`src/rtl/log_dumper_pkg.sv`:
```
// Shared types and constants for the switch-activity log dumper.
// LOG_DUMP_FOOTER_EN adds the FOOTER state to the state enum.
package log_dumper_pkg;

   localparam int DATA_WIDTH = 32;

   typedef struct packed {
      logic [DATA_WIDTH-3:0] ts;
      logic                  sw1;
      logic                  sw0;
   } log_file_t;

   typedef enum logic [3:0] {
      ST_IDLE,
      ST_POP,
      ST_LATCH,
      ST_TS_HEX,
      ST_SPACE,
      ST_SW1,
      ST_SW0,
      ST_CR,
`ifdef LOG_DUMP_FOOTER_EN
      ST_LF,
      ST_FOOTER
`else
      ST_LF
`endif
   } dump_state_t;

   localparam logic [7:0] ASCII_SP   = 8'h20;
   localparam logic [7:0] ASCII_CR   = 8'h0D;
   localparam logic [7:0] ASCII_LF   = 8'h0A;
   localparam logic [7:0] ASCII_HASH = 8'h23;
   localparam logic [7:0] ASCII_0    = 8'h30;
   localparam logic [7:0] ASCII_A    = 8'h41;

   // States in which a byte is presented on the UART side
   function automatic logic is_emit(dump_state_t s);
      logic e;
      e = (s == ST_TS_HEX) || (s == ST_SPACE) || (s == ST_SW1) ||
          (s == ST_SW0) || (s == ST_CR) || (s == ST_LF);
`ifdef LOG_DUMP_FOOTER_EN
      e = e || (s == ST_FOOTER);
`endif
      return e;
   endfunction

endpackage

```
`src/rtl/log_dumper_hex_ascii.sv`:
```
// Nibble to uppercase ASCII hex character.
// Shared by the timestamp and footer digit paths.
module hex_ascii
   import log_dumper_pkg::*;
(
   input  logic [3:0] nibble,
   output logic [7:0] ascii
);

   always_comb begin
      if (nibble < 4'd10) begin
         ascii = ASCII_0 + {4'h0, nibble};
      end else begin
         ascii = ASCII_A + ({4'h0, nibble} - 8'd10);
      end
   end

endmodule

```
`src/rtl/log_dumper.sv`:
```
// Pops log records from the FIFO and prints them as ASCII lines to the UART.
// Define LOG_DUMP_FOOTER_EN to append a "#NNNN" record-count footer per session.
module log_dumper #(
   parameter int DATA_WIDTH = log_dumper_pkg::DATA_WIDTH,
   parameter int TS_DIGITS  = (DATA_WIDTH - 2 + 3) / 4
) (
   input  logic                  clk,
   input  logic                  rst_n,
   input  logic                  dump_en,
   input  logic                  fifo_empty,
   input  logic [DATA_WIDTH-1:0] fifo_rd_data,
   output logic                  fifo_rd,
   output logic [7:0]            tx_data,
   output logic                  tx_valid,
   input  logic                  tx_ready,
   output logic                  busy
);
   import log_dumper_pkg::*;

   localparam int TSW = TS_DIGITS * 4;
   localparam int IW  = (TS_DIGITS > 1) ? $clog2(TS_DIGITS) : 1;

   dump_state_t           state_q, state_d;
   logic [IW-1:0]         dig_q, dig_d;
   logic [DATA_WIDTH-1:0] rec_q, rec_d;
   logic                  fifo_rd_q, fifo_rd_d;
   logic                  tx_valid_q, tx_valid_d;
   logic [7:0]            tx_data_q, tx_data_d;
   logic                  busy_q, busy_d;

   logic                  xfer;
   logic                  more;
   logic [TSW-1:0]        ts_pad;
   logic [3:0]            nib;
   logic [7:0]            hex_chr;
   logic [7:0]            byte_nxt;

`ifdef LOG_DUMP_FOOTER_EN
   logic [15:0]           cnt_q, cnt_d;
   logic [2:0]            ft_q, ft_d;
   logic                  en_q, en_d;
   logic                  done_q, done_d;
   logic                  footer_go;
`endif

   assign xfer = tx_valid_q && tx_ready;
   assign more = dump_en && !fifo_empty;

`ifdef LOG_DUMP_FOOTER_EN
   assign footer_go = dump_en && fifo_empty && !done_q;

   always_comb begin
      en_d   = dump_en;
      cnt_d  = cnt_q;
      done_d = done_q;
      if (dump_en && !en_q) begin
         cnt_d = 16'h0000;
      end else if (state_q == ST_LF && xfer && cnt_q != 16'hFFFF) begin
         cnt_d = cnt_q + 16'd1;
      end
      // A session ends when dump_en drops; that re-arms the footer
      if (!dump_en) begin
         done_d = 1'b0;
      end else if (state_q == ST_FOOTER && xfer && ft_q == 3'd6) begin
         done_d = 1'b1;
      end
   end
`endif

   always_comb begin
      state_d = state_q;
      dig_d   = dig_q;
      rec_d   = rec_q;
`ifdef LOG_DUMP_FOOTER_EN
      ft_d    = ft_q;
`endif
      case (state_q)
         ST_IDLE: begin
            if (more) begin
               state_d = ST_POP;
            end
`ifdef LOG_DUMP_FOOTER_EN
            else if (footer_go) begin
               state_d = ST_FOOTER;
               ft_d    = 3'd0;
            end
`endif
         end
         ST_POP: begin
            state_d = ST_LATCH;
         end
         ST_LATCH: begin
            rec_d   = fifo_rd_data;
            dig_d   = '0;
            state_d = ST_TS_HEX;
         end
         ST_TS_HEX: begin
            if (xfer) begin
               if (dig_q == IW'(TS_DIGITS - 1)) begin
                  state_d = ST_SPACE;
               end else begin
                  dig_d = dig_q + IW'(1);
               end
            end
         end
         ST_SPACE: if (xfer) state_d = ST_SW1;
         ST_SW1:   if (xfer) state_d = ST_SW0;
         ST_SW0:   if (xfer) state_d = ST_CR;
         ST_CR:    if (xfer) state_d = ST_LF;
         ST_LF: begin
            if (xfer) begin
               if (more) begin
                  state_d = ST_POP;
               end
`ifdef LOG_DUMP_FOOTER_EN
               else if (footer_go) begin
                  state_d = ST_FOOTER;
                  ft_d    = 3'd0;
               end
`endif
               else begin
                  state_d = ST_IDLE;
               end
            end
         end
`ifdef LOG_DUMP_FOOTER_EN
         ST_FOOTER: begin
            if (xfer) begin
               if (ft_q == 3'd6) begin
                  state_d = ST_IDLE;
               end else begin
                  ft_d = ft_q + 3'd1;
               end
            end
         end
`endif
         default: state_d = ST_IDLE;
      endcase
   end

   // Byte for the next cycle is built from next-state values so outputs stay registered
   always_comb begin
      ts_pad = TSW'(rec_d[DATA_WIDTH-1:2]);
      nib    = 4'(ts_pad >> (4 * (TS_DIGITS - 1 - int'(dig_d))));
`ifdef LOG_DUMP_FOOTER_EN
      if (state_d == ST_FOOTER) begin
         case (ft_d)
            3'd1:    nib = cnt_q[15:12];
            3'd2:    nib = cnt_q[11:8];
            3'd3:    nib = cnt_q[7:4];
            default: nib = cnt_q[3:0];
         endcase
      end
`endif
   end

   hex_ascii u_hex (
      .nibble (nib),
      .ascii  (hex_chr)
   );

   always_comb begin
      byte_nxt = 8'h00;
      case (state_d)
         ST_TS_HEX: byte_nxt = hex_chr;
         ST_SPACE:  byte_nxt = ASCII_SP;
         ST_SW1:    byte_nxt = ASCII_0 | {7'd0, rec_d[1]};
         ST_SW0:    byte_nxt = ASCII_0 | {7'd0, rec_d[0]};
         ST_CR:     byte_nxt = ASCII_CR;
         ST_LF:     byte_nxt = ASCII_LF;
`ifdef LOG_DUMP_FOOTER_EN
         ST_FOOTER: begin
            case (ft_d)
               3'd0:    byte_nxt = ASCII_HASH;
               3'd5:    byte_nxt = ASCII_CR;
               3'd6:    byte_nxt = ASCII_LF;
               default: byte_nxt = hex_chr;
            endcase
         end
`endif
         default:   byte_nxt = 8'h00;
      endcase
   end

   always_comb begin
      fifo_rd_d  = (state_d == ST_POP);
      busy_d     = (state_d != ST_IDLE);
      tx_valid_d = is_emit(state_d);
      if (tx_valid_q && !tx_ready) begin
         tx_data_d = tx_data_q;
      end else begin
         tx_data_d = byte_nxt;
      end
   end

   always_ff @(posedge clk or negedge rst_n) begin
      if (!rst_n) begin
         state_q    <= ST_IDLE;
         dig_q      <= '0;
         rec_q      <= '0;
         fifo_rd_q  <= 1'b0;
         tx_valid_q <= 1'b0;
         tx_data_q  <= 8'h00;
         busy_q     <= 1'b0;
      end else begin
         state_q    <= state_d;
         dig_q      <= dig_d;
         rec_q      <= rec_d;
         fifo_rd_q  <= fifo_rd_d;
         tx_valid_q <= tx_valid_d;
         tx_data_q  <= tx_data_d;
         busy_q     <= busy_d;
      end
   end

`ifdef LOG_DUMP_FOOTER_EN
   always_ff @(posedge clk or negedge rst_n) begin
      if (!rst_n) begin
         cnt_q  <= 16'h0000;
         ft_q   <= 3'd0;
         en_q   <= 1'b0;
         done_q <= 1'b0;
      end else begin
         cnt_q  <= cnt_d;
         ft_q   <= ft_d;
         en_q   <= en_d;
         done_q <= done_d;
      end
   end
`endif

   assign fifo_rd  = fifo_rd_q;
   assign tx_valid = tx_valid_q;
   assign tx_data  = tx_data_q;
   assign busy     = busy_q;

endmodule

```
`config.mk`:
```
export PLATFORM = sky130hd
export DESIGN_NAME = log_dumper
export DESIGN_NICKNAME = d
export VERILOG_FILES = /design/src/rtl/log_dumper_pkg.sv /design/src/rtl/log_dumper_hex_ascii.sv /design/src/rtl/log_dumper.sv
export SDC_FILE = /design/constraint.sdc
export NUM_CORES = 1
export LEC_CHECK = 0
export BUFFER_PORTS_ARGS = -buffer_cell sky130_fd_sc_hd__buf_2
export CAP_MARGIN = 5
export CORE_MARGIN = 2
export CORE_UTILIZATION = 55
export DETAILED_ROUTE_END_ITERATION = 12
export PLACE_DENSITY = 0.78
export SETUP_SLACK_MARGIN = 0.2
export SLEW_MARGIN = 20
export SYNTH_ARGS = -nofsm -noshare
export SYNTH_HDL_FRONTEND = slang
export SYNTH_SLANG_ARGS = --single-unit
```
`constraint.sdc`:
```
create_clock -name clk -period 4.1 [get_ports clk]
set_input_delay 0 -clock clk [delete_from_list [all_inputs] [get_ports clk]]
set_output_delay 0 -clock clk [all_outputs]
set_load 0.02 [all_outputs]
```
=== After elaboration in Yosys (flattened, before gate mapping) ===
Index checks and enable logic that the tools add are counted.
W data, S select, Z words.

* Bits of input ports: 37
* Bits in registers: 50
* Output and inout port bits: 11
* Logic and storage cells: 58

* Eq/ne operators: 16
* Muxes and demuxes: 16
* Add/sub/neg operators: 5
* Reduce and logical (&&, ||, !) cells: 12
* Magnitude comparators: 1
* Shift-type cells: 1

{| class="wikitable"
|+ Operator list
! cell !! number
|-
| $pmux W8 S6 || 1
|-
| $pmux W4 S9 || 1
|-
| $eq A4 B3 Y1 const B || 8
|-
| $mux W32 || 1
|-
| $mux W4 || 8
|-
| $shr A30 B32 Y4 || 1
|-
| $eq A4 B2 Y1 const B || 3
|-
| $add A7 B8 Y8 const A || 1
|-
| $eq A4 B1 Y1 const B || 2
|-
| $eq A4 B4 Y1 const B || 2
|-
| $mux W8 || 1
|-
| $add A6 B4 Y7 const A || 1
|-
| $mux W3 || 2
|-
| $pmux W3 S2 || 1
|-
| $logic_or A1 B1 Y1 || 5
|-
| $sub A4 B4 Y5 const B || 1
|-
| $logic_not A4 Y1 || 1
|-
| $lt A4 B4 Y1 const B || 1
|-
| $reduce_bool A4 Y1 || 1
|-
| $sub A3 B3 Y4 const A || 1
|-
| $add A3 B1 Y3 const B || 1
|-
| $eq A3 B3 Y1 const B || 1
|-
| $logic_and A1 B1 Y1 || 3
|-
| $logic_not A1 Y1 || 2
|-
| $mux W1 || 1
|}

=== Longest topological paths before layout ===
Gate-level depths: netlist of run 1.

* Word-level depth: 11
* Depth in mapped cells: 17
* Mapped depth without buffers: 15

=== Modules after synthesis ===
A second synthesis of run 1 with hierarchy kept.

* Cell total of the unflattened synthesis: 297
* Area total of the unflattened synthesis: 2829.0 sq um

{| class="wikitable"
|+ By module, submodules not included
! module !! area each (sq um) !! cells each !! seq. area each (sq um) !! times used
|-
| log_dumper || 2646.3 || 269 || 1251.2 || 1
|-
| hex_ascii || 182.7 || 28 || 0.0 || 1
|}

=== Least setup slack after synthesis of run 1 ===
Ideal clock, no wire load.

* Kind: reg2reg
* From: reg dig_q[0]
* To: reg tx_data_q[3] (netlist: tx_data[3])
* Setup time: 0.068 ns
* Slack: 0.867 ns
* Stages on the path, launching flop included: 17
* Data required time: 4.032 ns
* Data arrival time: 3.165 ns
* Buffers on the path: 3
* Clock period less this slack: 3.233 ns
* Cells stage by stage: dfrtp_1 ha_1 buf_2 a211oi_2 a211oi_2 nor2_2 clkbuf_4 a31oi_2 a211oi_4 inv_1 ha_1 inv_1 ha_1 clkbuf_1 nand3b_1 or3_1 nand3_1

* Cells in the longest elaborated chain, start to end: 10
* Elaborated cells on any way between the ends: 22
* Those cells by class: 5 x add/sub; 1 x order compare; 7 x eq/ne; 1 x shift; 8 x mux

{| class="wikitable"
|+ Ends and longest elaborated chain
! what !! line !! source
|-
| start, declared || log_dumper.sv:24 || <nowiki>logic [IW-1:0] dig_q, dig_d;</nowiki>
|-
| start signal, assigned || log_dumper.sv:207 || <nowiki>dig_q <= dig_d;</nowiki>
|-
| $add A3 B1 Y3 / $eq A3 B3 Y1 (equally long branches) || log_dumper.sv:102, log_dumper.sv:99 ||
|-
| $mux W3 || log_dumper.sv:99 || <nowiki>if (dig_q == IW'(TS_DIGITS - 1)) begin</nowiki>
|-
| $mux W3 || log_dumper.sv:98 || <nowiki>if (xfer) begin</nowiki>
|-
| $pmux W3 S2 || log_dumper.sv:77 || <nowiki>case (state_q)</nowiki>
|-
| $sub A3 B3 Y4 || log_dumper.sv:144 || <nowiki>nib = 4'(ts_pad >> (4 * (TS_DIGITS - 1 - int'(dig_d))));</nowiki>
|-
| $shr A30 B32 Y4 || log_dumper.sv:144 ||
|-
| $sub A4 B4 Y5 || log_dumper_hex_ascii.sv:14 || <nowiki>ascii = ASCII_A + ({4'h0, nibble} - 8'd10);</nowiki>
|-
| $add A7 B8 Y8 || log_dumper_hex_ascii.sv:14 ||
|-
| $mux W8 || log_dumper_hex_ascii.sv:11 || <nowiki>if (nibble < 4'd10) begin</nowiki>
|-
| $pmux W8 S6 (*) || log_dumper.sv:164 || <nowiki>case (state_d)</nowiki>
|-
| end signal, assigned || log_dumper.sv:211 || <nowiki>tx_data_q <= tx_data_d;</nowiki>
|-
| end, declared || log_dumper.sv:28 || <nowiki>logic [7:0] tx_data_q, tx_data_d;</nowiki>
|}

Mark *: on every way between the ends. The rest lies on a longest branch, timed or not.
A chain may end at the register's enable or synchronous reset.

=== Final worst setup path of run 1 ===
Ends and elaborated chain as after synthesis.

==> flow_metrics.tcl, run 1 <==
set metrics [dict create \
    status "finished clean" \
    cts_tree "done" \
    antenna_found_initial 0 \
    post-place-ws_ps 460 \
    p_int_w 0.00160 \
    grt_first_pass_wirelength_mm 10.9 \
    numCtsBuffers 5 \
    hold_viol 0 \
    rows 25 \
    dp.cells 405 \
    grt_most_used_layer "met2" \
    cts_sinks 49 \
    area_delta_synth_final_pct 22.8 \
    htreeDepth 2 \
    globalplace.congestion 0.850 \
    fp.dieH_um 75.2 \
    ys_seq_area_share_pct 43.9 \
    worstSetupEndpointType "register" \
    rsz0062_at_grt "no" \
    drtPass1Iterations 4 \
    peakVddDrop_mv 0.513 \
    rr_endpoint "tx_data[3]$_DFFE_PN0N_" \
    crit_end "tx_data[3]$_DFFE_PN0N_" \
    port-buffer-count 46 \
    worst_r2r_path_depth 14 \
    synth_area_per_cell_um2 9.06 \
    synth_cells 308 \
    clk_pin_slew_worst_paths_ps 90 \
    skew_ps 8.33 \
    maxCapViolCount 0 \
    p_per_area_mw_per_mm2 858 \
    gr-usage-met3_pct 4.69 \
    drtAntennaViolNets 0 \
    synth_nets 350 \
    r2r_start "dig_q[0]$_DFF_PN0_" \
    crit_start "dig_q[0]$_DFF_PN0_" \
    drtIter0Drc 103 \
    min_path_type "in -> reg" \
    holdWs_ps 172 \
    grt_overflow 0 \
    routed_wl_mm 6.61 \
    combPwrFrac_pct 62.6 \
    cp_max_fo 9 \
    synth_ff_type "dfrtp_1" \
    met2_usage_pct 42.5 \
    grtUsageMet1_pct 34.2 \
    startpoint_type "register" \
    placeableCoreArea_mm2 0.00482 \
    setup_tns_ps 0 \
    fmax_mhz 274 \
    yosysUniqueCellTypes 64 \
    switching_share_pct 45.5 \
    track_usage_pct 25.8 \
    clkPwrFrac_pct 9.3 \
    grt_pass1_vias 2405 \
    synth_edf_count 0 \
    grt_start_max_net_pins 50 \
    fin_crit_sh_pct 89.2 \
    post-cts-setup-buffers 0 \
    r2r_slack_ps 440 \
    seq_power_share_pct 28.1 \
    clk_path_buf_depth 2 \
    dieArea_mm2 0.00566 \
    required_ps 4350 \
    finalMaxSlewViolations 0 \
    relSlewSlack_pct 44.9 \
    ios 48 \
    stdcell_count 446 \
    yosys_warnings 0 \
    nNetsFinal 420 \
    p_leak_nw 1.69 \
    finalWorstSetupSlack_ps 444 \
    ys_async_sr_fraction_pct 100 \
    num-fill-cells 400 \
    dp_hpwl_mm 4.30 \
    ys_ff_latch 49 \
    synth_area_mm2 0.00279 \
    tightestPinTransition_ps 822 \
    post-route-drc-count 0 \
    setup_viol 0 \
    root_buffer "clkbuf_8" \
    finalCriticalPeriod_ps 3660 \
    start_util_pct 57.9 \
    vias 2446 \
    fp.dieW_um 75.2 \
    power_switching_w 0.00134 \
    via_per_inst 5.48 \
    antennaDiodeCount 0 \
    wl_per_cell_um 14.8 \
    critPathKind "reg -> reg" \
    insertion_delay_ps 310 \
    drive_gt1_share_pct 20.1 \
    crit_arrival_ps 3910 \
]
## placed cells by master, fill, tap and decap left out, drive strengths merged, types with 2 or more instances in the layout
master       count
a31oi            4
o21ai            9
nor2b            3
buf             50
o22ai            3
nand3            3
inv             12
nand3b           5
and3             4
dlygate4sd3     33
a21oi            9
a41oi            2
xor2             2
mux2i           13
dfrtp           49
xnor2            2
ha               5
nand2           98
o211ai           2
clkbuf           8
a211oi           6
nor2            18
a211o            2
nor3             3
nand2b           2
mux2             3
a22o             2
nand4            2
## area by class of cell
| type | count | area, µm² | area share (%) |
|---|---|---|---|
| multi-input cells | 227 | 1400 | 40.7 |
| flip-flops and latches | 49 | 1230 | 35.8 |
| repair buffers | 83 | 597 | 17.4 |
| well taps | 67 | 83.8 | 2.45 |
| clock buffers | 8 | 80.1 | 2.34 |
| inverters | 12 | 45.0 | 1.31 |
## repair_timing
action                                 in CTS  in global routing
hold buffers                               33                  0
setup endpoints to repair                   0                  3
gates resized for setup                     0                  1
endpoints found under the hold margin      81                  0
## worst min path at each step
stage,startpoint,to,slack (ps),cells after the start
finish,tx_ready,tx_data[2]$_DFFE_PN0N_,170,4
global route,tx_ready,tx_data[2]$_DFFE_PN0N_,190,4
CTS,tx_ready,tx_data[2]$_DFFE_PN0N_,160,4
detailed placement,fifo_rd_data[25],rec_q[25]$_DFF_PN0_,190,3
global placement,fifo_rd_data[25],rec_q[25]$_DFF_PN0_,200,3
floorplan,rst_n,busy$_DFF_PN0_,-300,0
## cells in the mapped netlist, drive strengths merged, types with 2 or more instances
cell	count	area, µm²
nand2	98	368
dfrtp	49	1230
nor2	18	77.6
buf	15	101
mux2i	13	130
inv	12	45.0
a21oi	9	45.0
o21ai	9	45.0
a211oi	6	67.6
clkbuf	5	22.5
ha	5	62.6
nand3b	5	37.5
a31oi	4	31.3
and3	4	30.0
mux2	3	37.5
nand3	3	15.0
nor2b	3	18.8
nor3	3	20.0
o22ai	3	18.8
a211o	2	17.5
a22o	2	17.5
a41oi	2	17.5
nand2b	2	12.5
nand4	2	12.5
o211ai	2	15.0
xnor2	2	17.5
xor2	2	17.5
## critical path: stages, from the launching register on
cell      delay [ps]
dfrtp_1          430
ha_1             320
a211oi_2         340
a211oi_2         140
nor2_2           420
buf_4            240
mux2i_1          190
o22ai_1          140
nor2_1           260
ha_1             210
inv_1             40
ha_1             320
nand3b_1         160
or3_1            310
nand3_1           80
## state kept, by name (all words and copies together) (netlist names)
| signal | cells |
|---|---|
| rec_q | 32 |
| tx_data | 7 |
| state_q | 4 |
| dig_q | 3 |
| busy | 1 |
| fifo_rd | 1 |
| tx_valid | 1 |
## power groups by stage
| stage | clock network (W) | registers (W) | logic [W] |
|---|---|---|---|
| global placement | 0 | 0.000820 | 0.00174 |
| detailed placement | 0 | 0.000831 | 0.00178 |
| global route | 0.000296 | 0.000852 | 0.00204 |
| floorplan | 0 | 0.000823 | 0.00142 |
| CTS | 0.000277 | 0.000821 | 0.00182 |
| finish | 0.000274 | 0.000826 | 0.00184 |
## cells by family (layout without fill, tap and decap cells)
kind of cell | Yosys count | count (layout) | share of synthesized area (%)
buffers and inverters | 32 | 103 | 6.05
AOI/OAI and AO/OA | 54 | 54 | 15.5
other | 1 | 1 | 0.134
muxes | 17 | 17 | 6.82
xor gates and xnor gates | 4 | 4 | 1.26
DFF | 49 | 49 | 43.9
and+or+nand+nor | 146 | 146 | 24.0
adders and majority gates | 5 | 5 | 2.24
## metal layers
layer | vias up | wire length, µm | share of wire [%]
met5 | - | 0 | 0
met4 | 0 | 133 | 2.0
met3 | 16 | 328 | 5.0
met2 | 79 | 3230 | 49
met1 | 1155 | 2920 | 44
li1 | 1196 | - | -
## through the flow
step / area [µm²] / total power (W) / util (%)
3_5_place_dp: 3010 / 0.00261 / 62.5
5_1_grt: 3430 / 0.00319 / 71.1
6_report: 3430 / 0.00294 / 71.1
2_1_floorplan: 2790 / 0.00225 / -
3_3_place_gp: 3010 / 0.00256 / 62.5
4_1_cts: 3420 / 0.00291 / 71.0
Note: power is estimated with default switching activity, not from simulation.
==> run 2: changes to the inputs <==
Settings changed: CORE_ASPECT_RATIO set to 1.25.
==> run 2 against run 1 <==
  * Non-clock buffer count shrank 2
  * Flip-flop and latch count stayed put
  * Cell count fell by 1.6%
  * Power decreased by 0.45%
  * Global-route usage decreased by 0.25 points
  * Largest power group unchanged
  * Via count down 2.4%
==> flow_metrics.tcl, run 2 (synthesis results as in run 1) <==
set metrics [dict create \
    required_ps 4350 \
    stdcell_count 439 \
    drtAntennaViolNets 0 \
    start_util_pct 56.1 \
    clk_pin_slew_worst_paths_ps 90 \
    utilization_pct 68.5 \
    combPwrFrac_pct 62.4 \
    htreeDepth 2 \
    skew_ps 5.85 \
    grt_start_max_net_pins 50 \
    hold_viol 0 \
    rsz0062_at_grt "no" \
    wl_per_cell_um 14.9 \
    dieArea_mm2 0.00566 \
    drtPass1Iterations 4 \
    seq_power_share_pct 28.0 \
    layout_common_cells "nand2_1, dfrtp_1, buf_2, dlygate4sd3_1, nor2_1" \
    hold_depth 3 \
    routed_wl_mm 6.53 \
    track_usage_pct 25.6 \
    post-route-drc-count 0 \
    dp.cells 399 \
    grtUsageMet1_pct 32.9 \
    max_stage_delay_ps 420 \
    fp.dieW_um 67.7 \
    maxCapViolCount 0 \
    rows 29 \
    crit_arrival_ps 3890 \
    globalplace.congestion 0.896 \
    finalMaxSlewViolations 0 \
    insertion_delay_ps 300 \
    holdWs_ps 23.4 \
    cpMostUsedCell "ha_1" \
    fp.dieH_um 83.6 \
    finalCriticalPeriod_ps 3640 \
    peakVddDrop_mv 0.455 \
    root_buffer "clkbuf_8" \
    setup_viol 0 \
    fmax_mhz 275 \
    regMostFlops "rec_q" \
    placeableCoreArea_mm2 0.00497 \
    grt_first_pass_wirelength_mm 11.0 \
    num-fill-cells 396 \
    drtIter0Drc 186 \
    fin_crit_sh_pct 88.8 \
    p_per_area_mw_per_mm2 859 \
    worstSetupEndpointType "register" \
    cp_max_fo 10 \
    layout_commonest_cell "nand2_1" \
    critPathKind "reg -> reg" \
    status "finished clean" \
    numCtsBuffers 5 \
    grt_pass1_vias 2329 \
    port-buffer-count 46 \
    area_delta_synth_final_pct 22.1 \
    startpoint_type "register" \
    via_per_inst 5.44 \
    largest_reg_flops 32 \
    setup_tns_ps 0 \
    antennaDiodeCount 0 \
    antenna_found_initial 0 \
    grt_overflow 0 \
    clkPwrFrac_pct 9.6 \
    gr-usage-met3_pct 3.78 \
    met2_usage_pct 43.2 \
    nNetsFinal 418 \
    crit_chain "ha_1 > a211o_1 > nor3_2 > nor2_2 > buf_4 > a311o_2 > a211oi_4 > inv_1 > ha_1 > inv_1 > ha_1 > nand3b_1 > or3_1 > nand3_1" \
    relSlewSlack_pct 36.9 \
    vias 2387 \
    slowest_stage "dfrtp_1" \
    cts_sinks 49 \
    power_switching_w 0.00133 \
    min_path_type "in -> reg" \
    design_area_mm2 0.00341 \
    tightestPinTransition_ps 941 \
    cts_tree "done" \
    place_area_mm2 0.00300 \
    clk_path_buf_depth 2 \
    grt_most_used_layer "met2" \
    p_leak_nw 1.68 \
    drive_gt1_share_pct 20.4 \
    worst_r2r_path_depth 14 \
    dp_hpwl_mm 4.48 \
    switching_share_pct 45.4 \
    ios 48 \
    p_int_w 0.00160 \
]
==> run 2: power groups by stage <==
| stage | clock (W) | sequential (W) | combinational, W |
|---|---|---|---|
| floorplan | 0 | 0.000823 | 0.00142 |
| global placement | 0 | 0.000819 | 0.00174 |
| detailed placement | 0 | 0.000828 | 0.00179 |
| CTS | 0.000287 | 0.000818 | 0.00182 |
| global route | 0.000302 | 0.000844 | 0.00203 |
| finish | 0.000281 | 0.000819 | 0.00183 |
==> run 2: final timing paths <==
path / from / to / slack, ps
max: dig_q[0]$_DFF_PN0_ / tx_data[3]$_DFFE_PN0N_ / 460
min: fifo_rd_data[29] / rec_q[29]$_DFF_PN0_ / 20
max reg2reg: dig_q[0]$_DFF_PN0_ / tx_data[3]$_DFFE_PN0N_ / 460
min reg2reg: tx_data[2]$_DFFE_PN0N_ / tx_data[2]$_DFFE_PN0N_ / 480
max in group asynchronous: rst_n / rec_q[19]$_DFF_PN0_ / 3450
min in group asynchronous: rst_n / tx_data[1]$_DFFE_PN0N_ / 250
==> run 2: worst max-delay path, delay by kind of cell (launching register included) <==
kind	cells	cell delay, ps
buffers and inverters	3	360
AND/OR/NAND/NOR	5	900
AO/OA/AOI/OAI	3	1040
flip-flops	1	420
adder cells (fa/ha/maj)	3	870
==> run 2: stage by stage <==
| step | total power [W] | worst slack, ps |
|---|---|---|
| after floorplan | 0.00225 | 867 |
| after global placement | 0.00256 | 383 |
| after detailed placement | 0.00262 | 355 |
| after CTS | 0.00292 | 327 |
| after global routing | 0.00318 | 218 |
| final | 0.00293 | 460 |
==> run 2: cell type report <==
cell class	count	area [µm²]	area share, %
inverters	12	45.0	1.32
flip-flops and latches	49	1230	36.0
repair buffers	81	576	16.9
clock buffers	7	76.3	2.24
multi-input cells	227	1400	41.1
clock inverters	1	7.51	0.220
well taps	62	77.6	2.28
==> run 2: what timing repair did <==
action,in CTS,in global routing
endpoints found under the hold margin,80,0
endpoints found under the setup margin,0,3
setup buffers,0,0
gates resized for setup,0,1
hold buffers,32,0
==> run 2: routing by layer <==
metal	part of all wire, %	vias to the layer above
met5	0	-
met4	1.8	0
met3	3.7	10
met2	53	59
met1	42	1130
li1	-	1188
